<file path="config.mk">
export PLATFORM = sky130hd
export DESIGN_NAME = mem_arbiter
export DESIGN_NICKNAME = d
export VERILOG_FILES = /design/src/rtl/lc3b_defs.sv /design/src/rtl/mem_lat_counter.sv /design/src/rtl/mem_arbiter.sv
export SDC_FILE = /design/constraint.sdc
export NUM_CORES = 1
export LEC_CHECK = 0
export CORE_ASPECT_RATIO = 0.8
export CORE_UTILIZATION = 40
export CTS_BUF_LIST = sky130_fd_sc_hd__clkbuf_4 sky130_fd_sc_hd__clkbuf_8
export CTS_CLUSTER_DIAMETER = 150
export DETAILED_ROUTE_END_ITERATION = 10
export GPL_TIMING_DRIVEN = 0
export PLACE_DENSITY = 0.85
export SLEW_MARGIN = 20
export SYNTH_ARGS = -nofsm -noshare
export SYNTH_HDL_FRONTEND = slang
export SYNTH_SLANG_ARGS = --single-unit
</file>
<file path="constraint.sdc">
create_clock -name clk -period 3.1 [get_ports clk]
set_clock_uncertainty 0.05 [all_clocks]
set_input_delay 0.62 -clock clk [delete_from_list [all_inputs] [get_ports clk]]
set_output_delay 0.62 -clock clk [all_outputs]
set_load 0.1 [all_outputs]
</file>
<file path="src/rtl/lc3b_defs.sv">
// Shared definitions for the LC-3b memory port arbiter: state encodings,
// default access latency and byte-lane helpers.
package lc3b_defs;

  typedef enum logic [1:0] {
    ST_IDLE  = 2'd0,
    ST_IBUSY = 2'd1,
    ST_DBUSY = 2'd2
  } arb_state_e;

  localparam int unsigned MEM_LATENCY_DEF = 5;
  localparam logic [15:0] WORD_MASK       = 16'hFFFE;

  // Write-lane enables {hi,lo} for a data store.
  function automatic logic [1:0] byte_lanes(input logic is_byte, input logic a0);
    if (!is_byte) return 2'b11;
    return a0 ? 2'b10 : 2'b01;
  endfunction

endpackage

</file>
<file path="src/rtl/mem_lat_counter.sv">
// Access latency down-counter: loaded on entry to a busy state, flags the
// final cycle of the access when it reaches zero.
module mem_lat_counter (
  input  logic       clk,
  input  logic       reset,
  input  logic       load,
  input  logic [3:0] load_val,
  input  logic       en,
  output logic       zero
);

  logic [3:0] cnt_q, cnt_d;

  always_comb begin
    cnt_d = cnt_q;
    if (load)
      cnt_d = load_val;
    else if (en && cnt_q != 4'd0)
      cnt_d = cnt_q - 4'd1;
  end

  always_ff @(posedge clk or posedge reset) begin
    if (reset) cnt_q <= 4'd0;
    else       cnt_q <= cnt_d;
  end

  assign zero = (cnt_q == 4'd0);

endmodule

</file>
<file path="src/rtl/mem_arbiter.sv">
// Single-port memory arbiter between instruction fetch and data access;
// data has strict priority, each access holds the port for MEM_LATENCY cycles.
module mem_arbiter
  import lc3b_defs::*;
#(
  parameter int unsigned MEM_LATENCY = MEM_LATENCY_DEF
) (
  input  logic        clk,
  input  logic        reset,
  input  logic        if_req,
  input  logic [15:0] if_addr,
  input  logic        if_abort,
  input  logic        dm_req,
  input  logic        dm_we,
  input  logic        dm_byte,
  input  logic [15:0] dm_addr,
  input  logic [15:0] dm_wdata,
  input  logic [15:0] mem_rdata,
  output logic        mem_en,
  output logic [1:0]  mem_we,
  output logic [15:0] mem_addr,
  output logic [15:0] mem_wdata,
  output logic        if_rdy,
  output logic [15:0] if_instr,
  output logic        dm_rdy,
  output logic [15:0] dm_rdata,
  output logic        mem_stall
);

  localparam logic [3:0] LAT_M1 = 4'(MEM_LATENCY - 1);

  arb_state_e  state_q, state_d;
  logic [15:0] addr_q, addr_d;
  logic [15:0] wdata_q, wdata_d;
  logic        we_q, we_d;
  logic        byte_q, byte_d;
  logic        mem_en_q, mem_en_d;
  logic [1:0]  mem_we_q, mem_we_d;
  logic        cnt_load;
  logic        cnt_zero;
  logic [15:0] rd_sel;

  mem_lat_counter u_lat (
    .clk      (clk),
    .reset    (reset),
    .load     (cnt_load),
    .load_val (LAT_M1),
    .en       (state_q != ST_IDLE),
    .zero     (cnt_zero)
  );

  always_comb begin
    state_d  = state_q;
    addr_d   = addr_q;
    wdata_d  = wdata_q;
    we_d     = we_q;
    byte_d   = byte_q;
    cnt_load = 1'b0;
    case (state_q)
      ST_IDLE: begin
        if (dm_req) begin
          state_d  = ST_DBUSY;
          cnt_load = 1'b1;
          addr_d   = dm_byte ? dm_addr : (dm_addr & WORD_MASK);
          wdata_d  = dm_byte ? {2{dm_wdata[7:0]}} : dm_wdata;
          we_d     = dm_we;
          byte_d   = dm_byte;
        end else if (if_req && !if_abort) begin
          state_d  = ST_IBUSY;
          cnt_load = 1'b1;
          addr_d   = if_addr & WORD_MASK;
          wdata_d  = 16'h0000;
          we_d     = 1'b0;
          byte_d   = 1'b0;
        end
      end
      // A redirect kills the fetch even on its final cycle.
      ST_IBUSY: if (if_abort || cnt_zero) state_d = ST_IDLE;
      ST_DBUSY: if (cnt_zero) state_d = ST_IDLE;
      default:  state_d = ST_IDLE;
    endcase
    mem_en_d = (state_d != ST_IDLE);
    mem_we_d = (state_d == ST_DBUSY && we_d) ? byte_lanes(byte_d, addr_d[0]) : 2'b00;
  end

  always_ff @(posedge clk or posedge reset) begin
    if (reset) begin
      state_q  <= ST_IDLE;
      addr_q   <= 16'h0000;
      wdata_q  <= 16'h0000;
      we_q     <= 1'b0;
      byte_q   <= 1'b0;
      mem_en_q <= 1'b0;
      mem_we_q <= 2'b00;
    end else begin
      state_q  <= state_d;
      addr_q   <= addr_d;
      wdata_q  <= wdata_d;
      we_q     <= we_d;
      byte_q   <= byte_d;
      mem_en_q <= mem_en_d;
      mem_we_q <= mem_we_d;
    end
  end

  assign rd_sel = byte_q ? {8'h00, (addr_q[0] ? mem_rdata[15:8] : mem_rdata[7:0])}
                         : mem_rdata;

  assign if_rdy    = (state_q == ST_IBUSY) && cnt_zero && !if_abort;
  assign if_instr  = if_rdy ? mem_rdata : 16'h0000;
  assign dm_rdy    = (state_q == ST_DBUSY) && cnt_zero;
  assign dm_rdata  = (dm_rdy && !we_q) ? rd_sel : 16'h0000;
  assign mem_stall = dm_req && !dm_rdy;
  assign mem_en    = mem_en_q;
  assign mem_we    = mem_we_q;
  assign mem_addr  = addr_q;
  assign mem_wdata = wdata_q;

endmodule

</file>
==> summary.txt <==
Status
  • Outcome: completed

Global route
  • Total gr overflow: 0
  • Initial antenna violation count: 0
  • Largest net degree at the start of global routing: 26
  • GRT Total Usage: 24.83%
  • Vias in the first global route: 2,355
  • First-pass GRT wire length: 11.45 mm

Clock tree
  • Num CTS Buffers: 5
  • H-tree depth: 2
  • Clk pin slew, worst setup/hold paths: 0.08 ns
  • Root buffer cell: clkbuf_8
  • Clock buffer depth: 2
  • CTS sink count: 43
  • CTS tree: yes
  • Clk_lat worst skew: 0.30 ns

Critical path
  • Crit path max-delay family: buffers and inverters
  • Critical Path End Type: primary output
  • Slowest stage delay, CP: 0.53 ns
  • Worst EP arrival: 2.33 ns
  • Critical path class: flip-flop to primary output
  • CP required: 2.43 ns
  • Buf/Inv on CP: 3
  • Critical path's slowest cell: clkdlybuf4s18_2
  • Critical Path Fanout Max: 8
  • Worst path cell trace: inv_1 -> ha_1 -> nor3b_4 -> and3_1 -> buf_4 -> and2_1 -> clkdlybuf4s18_2
  • CP Launch Type: flip-flop

Routing
  • Detailed-route via count: 2,356
  • DR WL/cell: 14.80 um
  • First-pass iteration count of the detailed router: 4
  • Final ANT Viol Nets: 0
  • Vias/cell: 5.034
  • Post-route DRC: 0
  • Detailed Route Iter0 Violations: 130
  • Drt total wl: 6.926 mm

Synth
  • Register area share after synthesis: 47.57%
  • Mapped Cells: 240
  • Synth warnings: 0
  • Yosys reg bits: 43
  • Synthesized area per cell: 9.426 um2
  • Synth cell types: 35
  • Post-Syn Area: 2262 um2
  • Post-Syn Nets: 312

Floorplanning
  • Full die area: 5962 um2
  • Total core area: 5435 um2
  • Initial core utilization: 41.62%
  • IO Count: 141
  • Die W: 86.08 um
  • Site row count: 24
  • Die Ht: 69.27 um

STA
  • Tightest Pin Transition: 1.009 ns
  • Max frequency: 333.2 MHz
  • WHS: 0.4339 ns
  • Final WS setup: 0.09909 ns
  • Minimum clock period: 3.001 ns
  • Max-Slew Margin vs Limit: 32.52%
  • Final hold vios: 0
  • Number of setup violations in the final report: 0
  • Max-slew violations: 0
  • RSZ-0062 raised after global routing: no
  • Fin crit share: 96.80%

Run
  • Max-Cap Viols: 0

Power and ir drop
  • Maximum VDD drop: 0.0009219 V
  • Power density cells: 1066 nW/um2
  • Leakage: 1.688 nW

Finish
  • # diodes: 0
  • Number of fill cells: 475
  • Area growth syn-to-layout: 71.18%
  • Final Non-Filler Cells: 468
  • Share of cells above drive strength 1: 18.97%
  • Nets: 461

Place
  • Port Buffers: 138
  • Placed cell count: 457
  • GP Congestion: 0.8064
  • DPL Wire Length: 5.385 mm
  • Pre-CTS setup slack: -0.7244 ns

Min path
  • Hold Crit Class: flip-flop to flip-flop
[cell families after synthesis]
kind of cell,count (synthesis),synth area share [%]
AND/OR/NAND/NOR,97,23.12
XOR/XNOR,1,0.3872
AO/OA/AOI/OAI,67,19.14
buffers and inverters,21,4.756
multiplexers,10,4.480
flip-flops,43,47.57
adder cells (fa/ha/maj),1,0.5530
[final cells by class]
cell class	count	area, um2	share of cell area [%]
sequential	43	1076	27.79
clock buffer	7	96.34	2.488
tap	78	97.59	2.520
timing repair buffer	142	1371	35.41
buffer	16	88.84	2.294
multi-input combinational	176	1116	28.82
inverter	5	18.77	0.4847
clock inverter	1	7.507	0.1939
[power breakdown]
part | total [W] | leakage [nW] | switching [W] | internal, W
logic | 0.00278 | 1.10 | 0.00211 | 0.000670
registers | 0.000963 | 0.536 | 0.000150 | 0.000813
clock network | 0.000391 | 0.0505 | 0.000189 | 0.000203
[layout by cell type (no fill, tap or decap), drive strengths merged, types with 2 or more instances in the layout]
cell,instances
o21ai,26
nor3b,2
nand3,10
clkdlybuf4s50,103
mux2i,9
inv,5
nor2,11
clkbuf,22
clkdlybuf4s15,8
dfrtp,43
a21oi,9
nor2b,4
nand2b,2
a22o,8
a211oi,4
and2,24
nand2,39
buf,29
clkdlybuf4s18,3
a22oi,15
[Yosys cell counts]
| master | number | area [um2] |
|---|---|---|
| nand2b_1 | 2 | 12.51 |
| clkbuf_1 | 6 | 22.52 |
| dfrtp_1 | 43 | 1076 |
| inv_1 | 5 | 18.77 |
| nor2_1 | 9 | 33.78 |
| a21oi_1 | 9 | 45.04 |
| nor3_1 | 1 | 5.000 |
| a31oi_1 | 1 | 6.260 |
| nand3_1 | 10 | 50.05 |
| ha_1 | 1 | 12.51 |
| nand4b_4 | 1 | 23.77 |
| buf_6 | 1 | 11.26 |
| a211oi_2 | 1 | 12.51 |
| mux2i_1 | 9 | 90.09 |
| nor2b_1 | 4 | 25.02 |
| o21ai_0 | 19 | 95.09 |
| and2_1 | 24 | 150.1 |
| xnor2_1 | 1 | 8.760 |
| nand4bb_1 | 1 | 11.26 |
| a211oi_1 | 3 | 22.52 |
| and3b_1 | 1 | 8.760 |
| nor2_2 | 2 | 12.51 |
| a22o_1 | 8 | 70.07 |
| buf_4 | 4 | 30.03 |
| o311ai_1 | 1 | 8.760 |
| buf_2 | 5 | 25.02 |
| a311oi_1 | 1 | 8.760 |
| and3_1 | 1 | 6.260 |
| mux2_2 | 1 | 11.26 |
| o21a_1 | 1 | 7.510 |
| o31a_1 | 1 | 8.760 |
| a22oi_1 | 15 | 112.6 |
| nand2_1 | 39 | 146.4 |
| nor3b_4 | 2 | 37.54 |
| o21ai_1 | 7 | 35.03 |
[path summary, 6_finish.rpt]
| path | cells past startpoint | end | slack (ns) | start |
|---|---|---|---|---|
| min in group asynchronous | 2 | mem_addr[6]$_DFFE_PP0P_ | 0.63 | reset |
| worst min-delay path | 2 | mem_wdata[8]$_DFFE_PP0P_ | 0.43 | mem_wdata[8]$_DFFE_PP0P_ |
| worst max register to register | 7 | u_lat.cnt_q[2]$_DFFE_PP0P_ | 1.27 | u_lat.cnt_q[0]$_DFFE_PP0P_ |
| worst min register to register | 2 | mem_wdata[8]$_DFFE_PP0P_ | 0.43 | mem_wdata[8]$_DFFE_PP0P_ |
| worst max-delay path | 7 | if_instr[2] | 0.1 | u_lat.cnt_q[0]$_DFFE_PP0P_ |
| max in group asynchronous | 3 | mem_wdata[12]$_DFFE_PP0P_ | 1.91 | reset |
[stage by stage]
stage               util [%]  area, um2  setup TNS, ns  total power (W)
floorplan                  -       2295              0         0.003036
global placement       69.43       3774         -13.09         0.003703
detailed placement     69.80       3794         -14.21         0.003739
CTS                    71.13       3866              0         0.004145
global route           71.25       3872              0         0.004302
finish                 71.25       3872              0         0.004130
[sequential cells by signal, indices dropped and copies added, names as in the netlist]
register,flops
u_lat.cnt_q,4
mem_wdata,16
mem_addr,16
state_q,2
mem_en,1
we_q,1
mem_we,2
byte_q,1
[worst reg2reg max path, cell delays in order (launching register included)]
cell and delay (ns):
dfrtp_1 0.41, inv_1 0.07, ha_1 0.19, nor3b_4 0.32
buf_4 0.20, nor2_1 0.10, a211oi_1 0.28, a31oi_1 0.07
[what timing repair did]
item	4_1_cts	5_1_grt
buffers inserted	2	1
setup endpoints to repair	35	33
pin swaps	0	1
resized for setup	150	25
hold buffers	0	0
gates cloned	0	0
[per-layer routing]
metal | track usage, % | share of wire, % | vias to the layer above
met5 | 0 | 0 | -
met1 | 31.67 | 42 | 1118
met2 | 42.33 | 49 | 90
li1 | - | - | 1140
met4 | 7.407 | 1.4 | 0
met3 | 5.238 | 7.0 | 8
Power figures use the tool's default switching activity.
